`src/rtl/md_pkg.sv`:
```
// Shared definitions for the M-extension sequencer.
// - md_state_t : sequencer FSM states
// - F3_*       : funct3 encodings of the M-extension ops
// - INT_MIN    : most negative 32-bit signed value (signed-overflow dividend)
package md_pkg;

  typedef enum logic [1:0] {
    IDLE  = 2'd0,
    ISSUE = 2'd1,
    WAIT  = 2'd2,
    DONE  = 2'd3
  } md_state_t;

  localparam logic [2:0] F3_MUL    = 3'd0;
  localparam logic [2:0] F3_MULH   = 3'd1;
  localparam logic [2:0] F3_MULHSU = 3'd2;
  localparam logic [2:0] F3_MULHU  = 3'd3;
  localparam logic [2:0] F3_DIV    = 3'd4;
  localparam logic [2:0] F3_DIVU   = 3'd5;
  localparam logic [2:0] F3_REM    = 3'd6;
  localparam logic [2:0] F3_REMU   = 3'd7;

  localparam logic [31:0] INT_MIN = 32'h8000_0000;

endpackage

```
`src/rtl/md_special_case.sv`:
```
// Combinational detection of divide/remainder ops whose RISC-V result is
// fixed, so the divider never has to be started for them.
// Ports:
//   i_funct3  : op encoding
//   i_a, i_b  : dividend / divisor
//   o_special : op resolves without the divider
//   o_res     : fixed result (valid when o_special)
module md_special_case
  import md_pkg::*;
#(
  parameter int XLEN = 32
) (
  input  logic [2:0]      i_funct3,
  input  logic [XLEN-1:0] i_a,
  input  logic [XLEN-1:0] i_b,
  output logic            o_special,
  output logic [XLEN-1:0] o_res
);

  // Most negative value at the configured width.
  localparam logic [XLEN-1:0] W_MIN = {1'b1, {(XLEN-1){1'b0}}};

  logic w_div_zero;
  logic w_ovf;

  // funct3[2] marks the divider ops; funct3[1] distinguishes REM from DIV.
  assign w_div_zero = i_funct3[2] && (i_b == '0);
  assign w_ovf      = ((i_funct3 == F3_DIV) || (i_funct3 == F3_REM)) &&
                      (i_a == W_MIN) && (i_b == '1);
  assign o_special  = w_div_zero || w_ovf;

  always_comb begin
    o_res = '0;
    if (w_div_zero) begin
      o_res = i_funct3[1] ? i_a : '1;
    end else if (w_ovf) begin
      o_res = i_funct3[1] ? '0 : W_MIN;
    end
  end

endmodule

```
`src/rtl/md_sequencer.sv`:
```
// Sequencer sharing one multiplier and one divider between M-extension ops
// issued from ID/EX. Latches one op, starts the matching unit, stalls the
// pipeline until the result returns and presents it with res_valid.
//
// Handshake: an op is accepted in IDLE when req_valid & !hold & !flush.
// unit_start is a single-cycle pulse; the unit answers with a one-cycle
// ready pulse, and only the ready of the selected unit is honoured, only in
// WAIT. res_valid is high for every cycle spent in DONE; the consumer takes
// res on any such cycle and hold extends DONE.
//
// Ports:
//   clk, Rst_n               : clock, async active-low reset
//   req_valid/funct3/a/b     : op request from ID/EX
//   flush, hold              : kill in-flight op / freeze DONE exit
//   unit_start/sel/a/b       : command to the multiplier and divider
//   mul_ready/res, div_ready/res : unit completions
//   stall                    : pipeline freeze
//   res_valid, res           : result
//   timeout_err              : sticky watchdog flag
//   dbg_state                : current FSM state
module md_sequencer
  import md_pkg::*;
#(
  parameter int XLEN    = 32,
  parameter int TIMEOUT = 64
) (
  input  logic            clk,
  input  logic            Rst_n,
  input  logic            req_valid,
  input  logic [2:0]      req_funct3,
  input  logic [XLEN-1:0] req_a,
  input  logic [XLEN-1:0] req_b,
  input  logic            flush,
  input  logic            hold,
  output logic            unit_start,
  output logic [2:0]      unit_sel,
  output logic [XLEN-1:0] unit_a,
  output logic [XLEN-1:0] unit_b,
  input  logic            mul_ready,
  input  logic [XLEN-1:0] mul_res,
  input  logic            div_ready,
  input  logic [XLEN-1:0] div_res,
  output logic            stall,
  output logic            res_valid,
  output logic [XLEN-1:0] res,
  output logic            timeout_err,
  output md_state_t       dbg_state
);

  localparam int            CW       = $clog2(TIMEOUT);
  localparam logic [CW-1:0] CNT_LAST = CW'(TIMEOUT - 1);

  md_state_t       r_state;
  md_state_t       w_next;
  logic [2:0]      r_f3;
  logic [XLEN-1:0] r_a;
  logic [XLEN-1:0] r_b;
  logic [XLEN-1:0] r_res;
  logic [CW-1:0]   r_cnt;
  logic            r_terr;

  logic            w_accept;
  logic            w_sel_ready;
  logic            w_special;
  logic [XLEN-1:0] w_special_res;
  logic            w_latch;
  logic            w_cap_special;
  logic            w_cap_unit;
  logic            w_cap_timeout;
  logic            w_cnt_clr;
  logic            w_cnt_inc;

  // Special cases are judged on the live request so the fast path can go
  // straight from the accept cycle to DONE.
  md_special_case #(.XLEN(XLEN)) u_special (
    .i_funct3  (req_funct3),
    .i_a       (req_a),
    .i_b       (req_b),
    .o_special (w_special),
    .o_res     (w_special_res)
  );

  assign w_accept    = req_valid && !hold && !flush;
  assign w_sel_ready = r_f3[2] ? div_ready : mul_ready;

  always_ff @(posedge clk or negedge Rst_n) begin
    if (!Rst_n) begin
      r_state <= IDLE;
    end else begin
      r_state <= w_next;
    end
  end

  always_comb begin
    w_next        = r_state;
    stall         = 1'b0;
    unit_start    = 1'b0;
    res_valid     = 1'b0;
    w_latch       = 1'b0;
    w_cap_special = 1'b0;
    w_cap_unit    = 1'b0;
    w_cap_timeout = 1'b0;
    w_cnt_clr     = 1'b0;
    w_cnt_inc     = 1'b0;
    case (r_state)
      IDLE: begin
        // Stall follows the request even under hold so ID/EX keeps the op.
        stall = req_valid && !flush;
        if (w_accept) begin
          w_latch = 1'b1;
          if (w_special) begin
            w_cap_special = 1'b1;
            w_next        = DONE;
          end else begin
            w_next = ISSUE;
          end
        end
      end
      ISSUE: begin
        // The start pulse goes out even if flushed; the unit's answer is
        // then ignored because the FSM is back in IDLE.
        unit_start = 1'b1;
        stall      = 1'b1;
        w_cnt_clr  = 1'b1;
        w_next     = flush ? IDLE : WAIT;
      end
      WAIT: begin
        stall = 1'b1;
        if (flush) begin
          w_next = IDLE;
        end else if (w_sel_ready) begin
          w_cap_unit = 1'b1;
          w_next     = DONE;
        end else if (r_cnt == CNT_LAST) begin
          w_cap_timeout = 1'b1;
          w_next        = DONE;
        end else begin
          w_cnt_inc = 1'b1;
        end
      end
      DONE: begin
        res_valid = 1'b1;
        if (flush || !hold) begin
          w_next = IDLE;
        end
      end
      default: begin
        w_next = IDLE;
      end
    endcase
  end

  always_ff @(posedge clk or negedge Rst_n) begin
    if (!Rst_n) begin
      r_f3   <= '0;
      r_a    <= '0;
      r_b    <= '0;
      r_res  <= '0;
      r_cnt  <= '0;
      r_terr <= 1'b0;
    end else begin
      if (w_latch) begin
        r_f3 <= req_funct3;
        r_a  <= req_a;
        r_b  <= req_b;
      end
      if (w_cnt_clr) begin
        r_cnt <= '0;
      end else if (w_cnt_inc) begin
        r_cnt <= r_cnt + 1'b1;
      end
      // r_res only changes on entry to DONE, so it holds through IDLE.
      if (w_cap_special) begin
        r_res <= w_special_res;
      end else if (w_cap_unit) begin
        r_res <= r_f3[2] ? div_res : mul_res;
      end else if (w_cap_timeout) begin
        r_res  <= '0;
        r_terr <= 1'b1;
      end
    end
  end

  assign unit_sel    = r_f3;
  assign unit_a      = r_a;
  assign unit_b      = r_b;
  assign res         = r_res;
  assign timeout_err = r_terr;
  assign dbg_state   = r_state;

endmodule

```
`config.mk`:
```
export PLATFORM = sky130hd
export DESIGN_NAME = md_sequencer
export DESIGN_NICKNAME = d
export VERILOG_FILES = /design/src/rtl/md_pkg.sv /design/src/rtl/md_special_case.sv /design/src/rtl/md_sequencer.sv
export SDC_FILE = /design/constraint.sdc
export NUM_CORES = 1
export LEC_CHECK = 0
export CAP_MARGIN = 5
export CORE_ASPECT_RATIO = 0.8
export CORE_UTILIZATION = 46
export CTS_CLUSTER_SIZE = 14
export DETAILED_ROUTE_END_ITERATION = 8
export PLACE_DENSITY = 0.9
export SETUP_SLACK_MARGIN = 0.3
export SLEW_MARGIN = 20
export SYNTH_ARGS = -nofsm -noshare
export SYNTH_HDL_FRONTEND = slang
export SYNTH_HIERARCHICAL = 1
export SYNTH_SLANG_ARGS = --single-unit
```
`constraint.sdc`:
```
create_clock -name clk -period 4.2 [get_ports clk]
set_input_delay 0.84 -clock clk [delete_from_list [all_inputs] [get_ports clk]]
set_output_delay 0.84 -clock clk [all_outputs]
set_load 0.05 [all_outputs]
```
==> results of run 1 <==
[registers in the layout, indices dropped and copies added (netlist names)]
name / cells
res: 32
unit_a: 32
unit_b: 32
r_cnt: 6
unit_sel: 3
dbg_state: 2
timeout_err: 1
[cells in the final DEF (no fill, tap or decap), drive strengths merged, types with 5 or more instances in the layout]
cell type      instances
a21oi                 37
buf                   11
clkbuf                12
clkdlybuf4s50        241
dfrtp                108
ha                     6
inv                   67
mux2                  67
mux2i                 35
nand2                 39
nand3                  5
nand4                  9
nor2                  10
nor4                  12
o221ai                32
[area by class of cell]
| cell class | count | area (sq um) | share of cell area |
|---|---|---|---|
| Clock buffer | 12 | 246 | 0.0292 |
| Clock inverter | 4 | 48.8 | 0.00579 |
| Inverter | 67 | 251 | 0.0298 |
| Multi-Input combinational cell | 287 | 2460 | 0.292 |
| Sequential cell | 108 | 2700 | 0.321 |
| Tap cell | 148 | 185 | 0.0220 |
| Timing Repair Buffer | 252 | 2540 | 0.301 |
[per-layer routing]
| metal | part of all wire | vias to the layer above |
|---|---|---|
| met5 | 0 | - |
| met4 | 0.021 | 0 |
| met3 | 0.081 | 26 |
| met2 | 0.49 | 198 |
| met1 | 0.41 | 2365 |
| li1 | - | 2201 |
[final timing paths]
kind	startpoint	end	slack [ns]	depth (start not counted)
min in group asynchronous	Rst_n	unit_b[13]	0.53	1
worst min-delay path	unit_b[25]	unit_b[25]	0.51	1
worst min register to register	unit_b[25]	unit_b[25]	0.51	1
max in group asynchronous	Rst_n	unit_a[1]	3.03	2
worst max-delay path	req_a[12]	res[17]	0.78	9
worst max register to register	dbg_state[1]	unit_b[5]	1.56	5
[critical path, delay by kind of cell]
family                 cells  cell delay (ns)
buffers and inverters      2             0.69
AO/OA/AOI/OAI              2             0.34
AND/OR/NAND/NOR            5             1.75
[power by group]
group | internal, uW | switching, uW | total, uW | leakage, uW
sequential | 1530 | 278 | 1810 | 0.00128
combinational | 1560 | 2630 | 4190 | 0.00217
clock | 479 | 370 | 848 | 0.000147
[per-stage QoR]
stage	hold slack, ns	util	power (uW)
final	0.507	0.724	6840
after global routing	0.514	0.724	7110
after CTS	0.510	0.724	6890
after detailed placement	0.495	0.698	6020
after global placement	0.474	0.698	5910
after floorplan	0.519	-	4550
[logic make-up after synthesis]
kind of cell | Yosys count | synth area share
AO/OA/AOI/OAI | 82 | 0.136
XOR/XNOR | 2 | 0.00315
adder cells (fa/ha/maj) | 6 | 0.0135
buffers and inverters | 97 | 0.0742
flip-flops | 108 | 0.486
multiplexers | 102 | 0.199
AND/OR/NAND/NOR | 95 | 0.0875
==> run_results.csv, run 1 <==
group,metric,value,unit
run_status,status,"complete, but fails checks",
run_status,violations,"design-rule violations",
final_layout,layout-drive-gt1-share,0.178,
sta,tns,0,ns
sta,rsz0062_at_grt,"false",
critical_path,cpMaxStageDelayCell,"nor4_1",
placement,post-place-ws,0.369,ns
synthesis,synth_most_common_cell,"dfrtp_1",
die,std_cell_rows,35,
synthesis,synthTopCellsByCount,"108 x dfrtp_1, 67 x inv_1, 67 x mux2_2, 39 x nand2_1, 37 x a21oi_1",
global_routing,grt_use_met2,0.478,
global_routing,grt-ovfl-total,0,
route,wl_per_cell,19.4,um
critical_path,crit_fanout,21,
global_routing,met3_usage,0.0848,
route,vias,4790,
clock_tree,path_clk_slew,0.07,ns
sta,finClkSkew,0.00654,ns
synthesis,synth_cell_types,39,
placement,postPlaceCellArea,0.00814,sq mm
synthesis,ys.flop_type,"dfrtp_1",
final_layout,antenna_cells,0,
synthesis,netlist_area,0.00556,sq mm
die,core_area,0.0116,sq mm
route,ant_nets,0,
placement,finalWeightedCongestion,0.868,
global_routing,grt_pass1_vias,4939,
critical_path,max_stage_delay,0.62,ns
global_routing,use_met1,0.332,
synthesis,synth_edf_count,0,
power,peakVddDrop,0.000547,V
sta,slew_headroom,0.444,
final_layout,nets,869,
die,ios,243,
global_routing,antenna_found_initial,0,
sta,min_period,3.42,ns
route,wirelength,17.0,mm
synthesis,async_reset_ff_frac,1.00,
critical_path,worstPathArrival,3.64,ns
synthesis,synth.area.top_cells,"dfrtp_1 49%, mux2_2 14%, o221ai_2 8.1%",
synthesis,synth_fp_nets,636,
die,dieHeight,100,um
global_routing,grt.total_usage,0.275,
critical_path,crit_type,"in -> reg",
critical_path,path_cells,"clkdlybuf4s50_1 > nor4_1 > nand4_1 > or4_4 > o31ai_4 > and2_4 > or3_2 > buf_12 > o221ai_2",
route,drtPass1Iterations,6,
power,p_leak,0.00359,uW
die,start_util,0.477,
clock_tree,cts_sinks,108,
clock_tree,ctsHoldBuffers,0,
critical_path,crit_path_start_kind,"input port",
power,powerDensity,811,mW/mm^2
clock_tree,cts-root-buf,"clkbuf_16",
clock_tree,cts_made_buffers,9,
route,avgViaCountPerCell,5.46,
final_layout,area_delta_synth_final,51.7,%
die,die_w,125,um
clock_tree,clkLatencyLatePin,0.35,ns
worst_hold_path,hold_class,"reg -> reg",
clock_tree,cts_tree,"yes",
global_routing,grt_most_used_layer,"met2",
placement,io_buffer_count,242,
global_routing,grt_max_degree,79,
clock_tree,cts.path.max_buffers,2,
clock_tree,cts_resized,0,
critical_path,required,4.42,ns
final_layout,final_area,0.00843,sq mm
sta,fin_crit_sh,0.815,
sta,hold_violations,0,
global_routing,grt_pass1_wl,26.5,mm
sta,tightest_slew,0.831,ns
route,drtIter0Drc,281,
sta,slew_violations,0,
synthesis,syn_avg_cell_area,11.3,sq um
synthesis,yosys_warnings,6,
die,die_area,0.0125,sq mm
synthesis,post-synth-top-area-cell,"dfrtp_1",
placement,dp.cells,862,
synthesis,synth_seq_area_share,0.486,
job,max_cap_viol_count,0,
sta,setup_ws,0.776,ns
final_layout,final_cells,878,
final_layout,nFillCells,808,
synthesis,synth_top_area_frac,0.486,
sta,setup_viol,0,
route,route.detailed.drc,36,
synthesis,synth_seq_cells,108,
critical_path,critPathCaptureType,"register",
clock_tree,cts_max_level,3,
placement,post-dp-hpwl,13.2,mm
clock_tree,cts_setup_buffers,0,
synthesis,synthCells,492,
sta,max_freq,0.292,GHz
(Power assumes the default switching activity.)
==> run 2: changes to the inputs <==
- CORE_UTILIZATION: 46 -> 39
- PLACE_DENSITY: 0.9 -> 0.81
- clock period: 4.2 -> 2.93 ns (I/O delays scaled with it)
==> run_results.csv, run 2 (same netlist as run 1, synthesis figures left out) <==
group,metric,value,unit
die,std_cell_rows,38,
global_routing,antenna_found_initial,0,
route,route.detailed.drc,0,
sta,min_period,2.59,ns
placement,postPlaceCellArea,0.00851,sq mm
route,wl_per_cell,18.9,um
route,avgViaCountPerCell,5.13,
clock_tree,path_clk_slew,0.07,ns
sta,rsz0062_at_grt,"true",
power,p_leak,0.00390,uW
critical_path,path_cells,"buf_8 > nor4_4 > buf_4 > nand4_1 > or4_4 > o31ai_4 > and2_4 > or3_4 > buf_12 > buf_12 > o221ai_4",
route,highest_layer,"met4",
final_layout,antenna_cells,0,
placement,dp.cells,932,
power,clock_power_share,0.122,
power,combPwrFrac,0.609,
job,max_cap_viol_count,0,
sta,setup_viol,0,
placement,post-place-ws,-0.499,ns
clock_tree,cts_tree,"yes",
critical_path,worstPathArrival,2.81,ns
power,p_int,5140,uW
global_routing,grt-ovfl-total,0,
critical_path,max_stage_delay,0.58,ns
final_layout,post-route-util,0.648,
critical_path,crit_path_frequent_cell,"buf_12",
run_status,status,"finished, final reports clean",
power,power_frac_seq,0.269,
power,peakVddDrop,0.000628,V
die,core_area,0.0137,sq mm
route,wl_met2,8.86,mm
die,start_util,0.405,
final_layout,area_delta_synth_final,60.2,%
global_routing,grt.total_usage,0.248,
clock_tree,clkLatencyLatePin,0.36,ns
sta,finClkSkew,0.00672,ns
sta,slew_headroom,0.484,
critical_path,critPathCaptureType,"register",
critical_path,required,3.15,ns
power,netSwitchingPower,4780,uW
critical_path,crit_type,"in -> reg",
die,ios,243,
final_layout,layout-drive-gt1-share,0.261,
placement,finalWeightedCongestion,0.862,
global_routing,grt_pass1_wl,27.3,mm
route,vias,4887,
clock_tree,cts_made_buffers,9,
route,drtPass1Iterations,4,
clock_tree,cts-root-buf,"clkbuf_16",
sta,hold_violations,0,
route,wl_met1,7.48,mm
power,switching_share,0.482,
global_routing,grt_max_degree,58,
clock_tree,cts_sinks,108,
critical_path,cpMaxStageDelayCell,"or4_4",
global_routing,grt_pass1_vias,5147,
sta,tightest_slew,0.775,ns
placement,post-dp-hpwl,13.5,mm
route,ant_nets,0,
clock_tree,ctsHoldBuffers,0,
die,die_w,136,um
clock_tree,cts_max_level,3,
die,dieHeight,109,um
sta,tns,0,ns
final_layout,nets,912,
route,route.met3.wl,1.31,mm
clock_tree,cts.path.max_buffers,2,
critical_path,crit_fanout,8,
final_layout,final_area,0.00891,sq mm
final_layout,nFillCells,1040,
placement,io_buffer_count,242,
final_layout,final_common_cell,"clkdlybuf4s50_1",
critical_path,crit_path_start_kind,"input port",
power,powerDensity,1110,mW/mm^2
sta,max_freq,0.386,GHz
final_layout,final_cells,953,
sta,fin_crit_sh,0.884,
worst_hold_path,hold_class,"in -> async",
route,wirelength,18.0,mm
final_layout,final_cell_mix,"212 x clkdlybuf4s50_1, 107 x dfrtp_1, 67 x inv_1, 67 x mux2_2, 44 x buf_4",
route,drtIter0Drc,171,
sta,setup_ws,0.340,ns
sta,slew_violations,0,
die,die_area,0.0147,sq mm
==> run 2: cell count changes in the layout (fill, tap and decap cells not counted), moves of 3 or more <==
cell	before	now
buf_4	7	44
clkdlybuf4s50_1	241	212
clkbuf_2	0	9
buf_2	0	7
buf_12	3	8
nor4_1	12	7
dlygate4sd2_1	0	3
dlymetal6s2s_1	0	3
nor4_2	0	3
==> run 2: through the flow <==
step                total power, uW  hold WS (ns)
floorplan                      6520         0.290
global placement               8560         0.488
detailed placement             8700         0.495
CTS                            9980         0.314
global route                  10300         0.336
finish                         9920         0.273
==> run 2: layer usage <==
metal	GRT usage	vias up
met2	0.430	196
li1	-	2285
met1	0.294	2379
met3	0.0753	27
met4	0.0827	0
met5	0	-
==> run 2: area by class of cell <==
type,count,area (sq um),share of cell area
sequential,108,2700,0.303
inverter,67,251,0.0282
multi-input combinational,287,2550,0.286
clock inverter,5,52.6,0.00590
timing repair buffer,295,2890,0.325
clock buffer,11,233,0.0261
tap,180,225,0.0253
==> run 2: final timing paths <==
path | startpoint | endpoint | slack, ns | cells past startpoint
min in group clk | req_a[22] | unit_a[22] | 0.50 | 2
worst max register to register | unit_sel[2] | r_cnt[5] | 0.55 | 4
max in group asynchronous | Rst_n | unit_sel[2] | 1.83 | 2
worst min-delay path | Rst_n | unit_b[5] | 0.27 | 1
worst max-delay path | req_a[2] | res[1] | 0.34 | 11
worst min register to register | timeout_err | timeout_err | 0.51 | 1
==> run 2: what timing repair did <==
action | CTS | global route
cloned | 2 | 0
setup endpoints to repair | 35 | 33
pin swaps | 13 | 11
buffers inserted | 2 | 1
resized for setup | 69 | 34
==> run 2: critical path: cells and delay by family <==
kind / cells / cell delay [ns]
compound gates: 2 / 0.32
buf+inv: 4 / 0.51
simple gates: 5 / 1.39
==> run 2: power by group through the flow <==
stage / logic, uW / clock network (uW) / registers (uW)
final: 6040 / 1210 / 2670
after global routing: 6280 / 1300 / 2760
after CTS: 6060 / 1240 / 2670
after detailed placement: 6020 / 0 / 2690
after global placement: 5920 / 0 / 2640
after floorplan: 1480 / 0 / 5040
